===== config.mk =====
export PLATFORM = sky130hd
export DESIGN_NAME = input_port_controller
export DESIGN_NICKNAME = d
export VERILOG_FILES = /design/src/rtl/input_port_controller_pkg.sv /design/src/rtl/input_port_controller_flit_fifo.sv /design/src/rtl/input_port_controller.sv
export SDC_FILE = /design/constraint.sdc
export NUM_CORES = 1
export LEC_CHECK = 0
export ABC_AREA = 1
export CORE_UTILIZATION = 45
export CTS_BUF_LIST = sky130_fd_sc_hd__clkbuf_4
export CTS_CLUSTER_SIZE = 40
export DETAILED_ROUTE_END_ITERATION = 16
export PLACE_DENSITY = 0.8
export RECOVER_POWER = 50
export SLEW_MARGIN = 20
export SYNTH_ARGS = -nofsm -noshare
export SYNTH_HDL_FRONTEND = slang
export SYNTH_SLANG_ARGS = --single-unit

===== constraint.sdc =====
create_clock -name clk -period 3.17 [get_ports clk]
set_input_delay 0.634 -clock clk [delete_from_list [all_inputs] [get_ports clk]]
set_output_delay 0.634 -clock clk [all_outputs]
set_load 0.01 [all_outputs]

===== src/rtl/input_port_controller_pkg.sv =====
// Shared definitions for the router input port: flit type codes, FSM states
// and small helpers for classifying flits by their type field.
package input_port_controller_pkg;

  localparam int unsigned DATA_WIDTH    = 8;
  localparam int unsigned PHIT_PER_FLIT = 2;
  localparam int unsigned FLIT_W        = PHIT_PER_FLIT * DATA_WIDTH;
  localparam int unsigned REQUEST_WIDTH = 2;
  localparam int unsigned FIFO_DEPTH    = 4;
  localparam int unsigned TYPE_W        = 2;

  typedef enum logic [TYPE_W-1:0] {
    FLIT_TYPE_HEAD_TAIL = 2'b00,
    FLIT_TYPE_HEAD      = 2'b01,
    FLIT_TYPE_BODY      = 2'b10,
    FLIT_TYPE_TAIL      = 2'b11
  } flitType_e;

  typedef enum logic [1:0] {
    ST_IDLE    = 2'd0,
    ST_DECODE  = 2'd1,
    ST_REQUEST = 2'd2,
    ST_FORWARD = 2'd3
  } portState_e;

  // A flit opens a packet when it carries a head marker.
  function automatic logic isHead(input flitType_e t);
    return (t == FLIT_TYPE_HEAD_TAIL) || (t == FLIT_TYPE_HEAD);
  endfunction

  // A flit closes a packet when it carries a tail marker.
  function automatic logic isTail(input flitType_e t);
    return (t == FLIT_TYPE_HEAD_TAIL) || (t == FLIT_TYPE_TAIL);
  endfunction

endpackage


===== src/rtl/input_port_controller_flit_fifo.sv =====
// Synchronous flit buffer with registered occupancy count; front is the
// oldest stored flit. Pushes while full and pops while empty are ignored.
module input_port_controller_flit_fifo #(
  parameter int unsigned WIDTH = 16,
  parameter int unsigned DEPTH = 4
) (
  input  logic             clk,
  input  logic             rst,
  input  logic             push,
  input  logic             pop,
  input  logic [WIDTH-1:0] pushData,
  output logic [WIDTH-1:0] front,
  output logic             full,
  output logic             empty
);

  localparam int unsigned PTR_W = $clog2(DEPTH);
  localparam int unsigned CNT_W = PTR_W + 1;

  logic [WIDTH-1:0] mem [DEPTH];
  logic [PTR_W-1:0] rdPtr;
  logic [PTR_W-1:0] wrPtr;
  logic [CNT_W-1:0] count;
  logic             doPush;
  logic             doPop;

  assign full   = (count == CNT_W'(DEPTH));
  assign empty  = (count == '0);
  assign doPush = push && !full;
  assign doPop  = pop && !empty;
  assign front  = mem[rdPtr];

  // Storage needs no reset: count gates every read.
  always_ff @(posedge clk) begin
    if (doPush) begin
      mem[wrPtr] <= pushData;
    end
  end

  always_ff @(posedge clk) begin
    if (rst) begin
      rdPtr <= '0;
      wrPtr <= '0;
      count <= '0;
    end else begin
      if (doPush) begin
        wrPtr <= wrPtr + PTR_W'(1);
      end
      if (doPop) begin
        rdPtr <= rdPtr + PTR_W'(1);
      end
      case ({doPush, doPop})
        2'b10:   count <= count + CNT_W'(1);
        2'b01:   count <= count - CNT_W'(1);
        default: count <= count;
      endcase
    end
  end

endmodule


===== src/rtl/input_port_controller.sv =====
// Router ingress stage: buffers flits, has the head flit decoded, holds the
// switch-allocation request, then streams the packet to the crossbar.
module input_port_controller
  import input_port_controller_pkg::*;
(
  input  logic                     clk,
  input  logic                     rst,
  input  logic                     in_valid,
  input  logic [FLIT_W-1:0]        in_data,
  output logic                     in_ready,
  output logic                     decodeHeadFlit,
  output logic [FLIT_W-1:0]        HeadFlit,
  input  logic                     headFlitDecoded,
  input  logic [REQUEST_WIDTH-1:0] RequestMessage,
  output logic                     sa_req,
  output logic [REQUEST_WIDTH-1:0] sa_port,
  input  logic                     sa_grant,
  output logic                     out_valid,
  output logic [FLIT_W-1:0]        out_data,
  input  logic                     out_ready,
  output logic                     err_no_head
);

  portState_e        state;
  logic [FLIT_W-1:0] front;
  logic              fifoFull;
  logic              fifoEmpty;
  logic              fifoPush;
  logic              fifoPop;
  logic              discard;
  logic              sendPop;
  flitType_e         frontType;

  assign frontType = flitType_e'(front[FLIT_W-1 -: TYPE_W]);

  assign in_ready  = !fifoFull;
  assign fifoPush  = in_valid && !fifoFull;
  assign HeadFlit  = front;
  assign out_data  = front;
  assign out_valid = (state == ST_FORWARD) && !fifoEmpty;

  // A flit without a head marker at the front of an idle port is orphaned.
  assign discard = (state == ST_IDLE) && !fifoEmpty && !isHead(frontType);
  assign sendPop = out_valid && out_ready;
  assign fifoPop = discard || sendPop;

  input_port_controller_flit_fifo #(
    .WIDTH (FLIT_W),
    .DEPTH (FIFO_DEPTH)
  ) uFifo (
    .clk      (clk),
    .rst      (rst),
    .push     (fifoPush),
    .pop      (fifoPop),
    .pushData (in_data),
    .front    (front),
    .full     (fifoFull),
    .empty    (fifoEmpty)
  );

  // Packet FSM; decodeHeadFlit and sa_req are registered alongside the state.
  always_ff @(posedge clk) begin
    if (rst) begin
      state          <= ST_IDLE;
      decodeHeadFlit <= 1'b0;
      sa_req         <= 1'b0;
      sa_port        <= '0;
      err_no_head    <= 1'b0;
    end else begin
      case (state)
        ST_IDLE: begin
          if (!fifoEmpty) begin
            if (isHead(frontType)) begin
              state          <= ST_DECODE;
              decodeHeadFlit <= 1'b1;
            end else begin
              err_no_head <= 1'b1;
            end
          end
        end
        ST_DECODE: begin
          if (headFlitDecoded) begin
            sa_port        <= RequestMessage;
            state          <= ST_REQUEST;
            decodeHeadFlit <= 1'b0;
            sa_req         <= 1'b1;
          end
        end
        ST_REQUEST: begin
          if (sa_grant) begin
            state  <= ST_FORWARD;
            sa_req <= 1'b0;
          end
        end
        ST_FORWARD: begin
          if (sendPop && isTail(frontType)) begin
            state <= ST_IDLE;
          end
        end
        default: begin
          state          <= ST_IDLE;
          decodeHeadFlit <= 1'b0;
          sa_req         <= 1'b0;
        end
      endcase
    end
  end

endmodule


# == Word-level counts from Yosys, hierarchy flattened ==
# Memories as Yosys holds them, arrays and structs flattened. A register that Yosys moved wholly into a read port is not among the register bits.
# Cells that the tools add are included.
# op_classes
add_sub_neg,4
eq_ne,13
mux,18
bitwise_logic,2
n_reduce_logical,25
# ops
cell,n
2-to-1 mux 2 bit,7
"== test 2 bit, second input constant",4
logical AND 1 bit,8
one-hot mux 2 bit (4 select lines),1
2-to-1 mux 1 bit,7
"== test 2 x 1 -> 1 bit, second input constant",3
"inequality test 2 bit, second input constant",3
one-hot mux 3 bit (2 select lines),1
AND reduction 3 bit,2
nonzero test 2 bit,3
AND reduction 5 bit,1
"adder 2 x 1 -> 2 bit, second input constant",2
zero test 2 bit,2
"inequality test 2 x 1 -> 1 bit, second input constant",2
one-hot mux 1 bit (2 select lines),2
AND reduction 4 bit,1
"adder 3 x 1 -> 3 bit, second input constant",1
"== test 3 bit, second input constant",1
zero test 1 bit,3
zero test 3 bit,1
logical OR 1 bit,3
"subtractor 3 x 1 -> 3 bit, second input constant",1
inverter 1 bit,2
AND reduction 2 bit,1
# word_totals
regBits,14
ramBits,64
output_inout_bits,39
elab_cells,71
n_memories,1
# memory_table
name,depth,width,rd,rd_ports_with_merged_regs,wr,line_no,text
uFifo.mem,4,16,1,1,1,input_port_controller_flit_fifo.sv:20,logic [WIDTH-1:0] mem [DEPTH];

# == Logic depth before layout (Yosys ltp) ==
# depth
word_depth,8
mapped_depth,16
ltp_nobuf,15

# == By module ==
# A second synthesis with hierarchy kept.
# unflattened
hier_cells,307
area_unflattened_um2,3423.3
# modules_own_cells
mod,instances,cells_per_inst,area_each_um2,seq_area_each_um2
input_port_controller_flit_fifo,1,224,2849.0,2102.0
input_port_controller,1,83,574.3,140.1

# == Worst setup path before layout ==
# OpenSTA, ideal clock, no wires.
# synth_timing
path_kind,flip-flop to flip-flop
startpoint,reg with a tool-made name
endpoint,reg uFifo.count[2]
setup_ps,122
arrival_ps,2439
t_required_ps,3048
slack_ps,609
stages_incl_launch_ff,16
synth_period_minus_slack_ps,2561
path_cell_list,dfxtp_1 > buf_4 > a21oi_1 > a32oi_2 > inv_1 > ha_1 > nor2_1 > nand3_2 > nand2_2 > ha_1 > inv_1 > fa_1 > a21oi_1 > o21ai_0 > o21ai_0 > a21oi_1
# synth_rtl
element,line_no,text
end signal: assignment,input_port_controller_flit_fifo.sv:53,2'b10: count <= count + CNT_W'(1);
end signal: assignment,input_port_controller_flit_fifo.sv:54,2'b01: count <= count - CNT_W'(1);
end signal: assignment,input_port_controller_flit_fifo.sv:55,default: count <= count;
end: declaration,input_port_controller_flit_fifo.sv:23,logic [CNT_W-1:0] count;

==> results.py <==
metrics = {
    "floorplanning": {
        "design.core.area_sq_um": 7292,
        "initial_core_util_pct": 47.01,
        "rows": 31,
        "io_pins": 63,
        "die_w_um": 89.29,
        "fp.dieH_um": 89.29,
        "die_area_sq_um": 7972,
    },
    "detailed_routing": {
        "met3WireLength_um": 394,
        "routed_wl_um": 6209,
        "dr.pass1.iters": 4,
        "wl_met2_um": 3098,
        "routed_via_density": 4.883,
        "drt-met1-wl_um": 2645,
        "route.detailed.drc": 0,
        "drtIter0Drc": 163,
        "drt-wirelength-per-cell_um": 13.74,
        "highest_layer": "met4",
        "vias": 2207,
        "drtAntennaViolNets": 0,
    },
    "sta": {
        "fin_setup_tns_ns": 0,
        "finalMaxSlewViolations": 0,
        "fin_crit_sh_pct": 89.71,
        "fin_ws_ns": 0.3263,
        "setup_viol": 0,
        "worstMarginPinSlew_ns": 1.034,
        "fmax_mhz": 351.7,
        "relSlewSlack_pct": 31.04,
        "skew_ns": 0.01363,
        "hold_viol": 0,
        "min_period_ns": 2.844,
        "grt_setup_unrepaired": "false",
    },
    "placed_design": {
        "gp_congestion": 0.8368,
        "dp.cells": 435,
        "io_buffers": 62,
        "hpwl_um": 4266,
        "preCtsSetupSlack_ns": 0.4556,
    },
    "worst_setup_path": {
        "crit_path_end_kind": "output pin",
        "path_class": "reg2out",
        "worst_ep_required_time_ns": 2.54,
        "rrSetupSlack_ns": 0.42,
        "r2r_end": "uFifo.count[2]",
        "critPathArrivalTime_ns": 2.21,
        "critPathMaxFanout": 28,
        "cp-start-kind": "flip-flop",
        "rr_worst_depth": 15,
    },
    "synthesis": {
        "ys_warn_count": 0,
        "ys_seq_area_share_pct": 65.40,
        "ys_types": 25,
        "syn_inst": 291,
        "syn_nets": 328,
        "synth_seq_cells": 80,
        "syn_avg_cell_area_sq_um": 11.78,
        "netlist_area_sq_um": 3428,
    },
    "cts": {
        "cts_hold_buf": 0,
        "path_clk_slew_ns": 0.12,
        "h-tree-depth": 3,
        "postCtsSetupBuffers": 0,
        "numCtsBuffers": 9,
        "clock_path_buffers": 2,
        "root_buffer": "clkbuf_4",
        "numClockSinks": 80,
        "cts-resized-gates": 0,
        "clock_latency_ns": 0.41,
        "cts_tree": "built",
    },
    "global_route": {
        "grt-ovfl-total": 0,
        "antenna_found_initial": 1,
        "grt_max_degree": 29,
        "grt_pass1_wl_um": 10310,
        "grt_pass1_vias": 2224,
        "grtUsageTotal_pct": 17.61,
    },
    "finish": {
        "syn_to_final_growth_pct": 23.47,
        "fin_nets": 384,
        "utilization_pct": 58.05,
        "final_cells": 452,
        "drive_gt1_share_pct": 10.51,
    },
    "outcome": {
        "status": "complete, no violations",
    },
    "flow_run": {
        "drv_cap": 0,
    },
    "worst_hold_path": {
        "whs_endpoint": "err_no_head",
        "min_from": "err_no_head",
        "hold_depth": 2,
        "holdCritPathClass": "reg2reg",
    },
    "pwr": {
        "leakage_nw": 1.539,
        "ir_worst_vdd_mv": 0.4769,
        "power.density_nw_per_um2": 805.9,
    },
}
==> per-stage QoR <==
stage	total power, mW	cell area (sq um)	hold WS, ns
after floorplan	2.223	3428	0.4680
after global placement	2.668	4058	0.4564
after global routing	3.645	4233	0.4827
final	3.411	4233	0.4746
after CTS	3.464	4249	0.4748
after detailed placement	2.707	4058	0.4535
==> layer usage <==
layer  global-route usage (%)  vias to the layer above
li1                         -                     1111
met1                    20.04                     1028
met2                    31.23                       61
met3                    6.464                        7
met4                    4.906                        0
met5                        0                        -
==> where the power goes <==
| group | switching (mW) | leakage, nW | internal [mW] |
|---|---|---|---|
| combinational | 0.702 | 0.719 | 0.613 |
| clock | 0.337 | 0.101 | 0.414 |
| sequential | 0.0652 | 0.719 | 1.28 |
==> layout make-up <==
type | instances | area, sq um
fillers | 621 | 3059
multi-input cells | 162 | 913.4
clock inverters | 6 | 116.4
diodes | 1 | 2.502
inverters | 24 | 90.09
well taps | 99 | 123.9
flip-flops and latches | 80 | 2242
repair buffers | 70 | 669.4
clock buffers | 10 | 75.07
==> flip-flops by register name, summed over array words and instances (netlist names), named ones only <==
register	cells
err_no_head	1
state	2
uFifo.wrPtr	2
sa_req	1
sa_port	2
decodeHeadFlit	1
uFifo.mem	64
uFifo.rdPtr	2
uFifo.count	3
==> cell families (layout without fill, tap and decap cells) <==
group                      count (synthesis)  count (layout)  share of synthesized area (%)
AOI/OAI and AO/OA                         68              68                          11.17
and+or+nand+nor                           81              81                          10.73
other                                      0               1                              0
adders and majority gates                 13              13                          4.963
buffers and inverters                     49             110                          7.737
DFF                                       80              80                          65.40
==> worst max path at each step <==
stage	slack, ns	to	start	cells after the start
5_1_grt	0.18	uFifo.count[2]	flip-flop	15
4_1_cts	0.28	out_data[13]	flip-flop	4
2_1_floorplan	0.61	uFifo.count[2]	flip-flop	15
3_3_place_gp	0.57	uFifo.count[2]	flip-flop	15
6_report	0.33	out_data[13]	flip-flop	4
3_5_place_dp	0.46	uFifo.count[2]	flip-flop	15
==> synthesized netlist by cell type <==
library cell  number  area (sq um)
edfxtp_1          64          1922
nor2_1            50         187.7
o21ai_0           38         190.2
inv_1             22         82.58
buf_4             18         135.1
dfxtp_1           16         320.3
nand2_1           15         56.30
o22ai_1           14         87.58
a21oi_1           12         60.06
ha_1              12         150.1
buf_2              5         25.02
nand2_2            5         31.28
nand3_2            3         30.03
a32oi_2            2         32.53
inv_2              2         7.510
nand2_4            2         22.52
nand3_1            2         10.01
nor2_2             2         12.51
a21boi_0           1         7.510
buf_6              1         11.26
clkbuf_1           1         3.750
fa_1               1         20.02
nand4_1            1         6.260
nor2_4             1         11.26
o21ai_1            1         5.000
==> layout by cell type, fill, tap and decap left out, drive strengths merged <==
master / count
ha: 12
clkinv: 2
fa: 1
a21oi: 12
nand3: 5
inv: 25
diode: 1
clkdlybuf4s50: 44
buf: 5
dfxtp: 16
bufinv: 3
o22ai: 14
nand4: 1
nor2: 53
a21boi: 1
edfxtp: 64
nand2: 22
o21ai: 39
clkbuf: 13
dlygate4sd3: 18
a32oi: 2
==> worst max-delay path, stage by stage (launching register included) <==
cell             delay [ns]
dfxtp_1                0.44
buf_4                  0.32
o21ai_0                0.14
o22ai_1                0.29
clkdlybuf4s50_1        0.63
No activity file was read; power rests on OpenSTA's default activity.
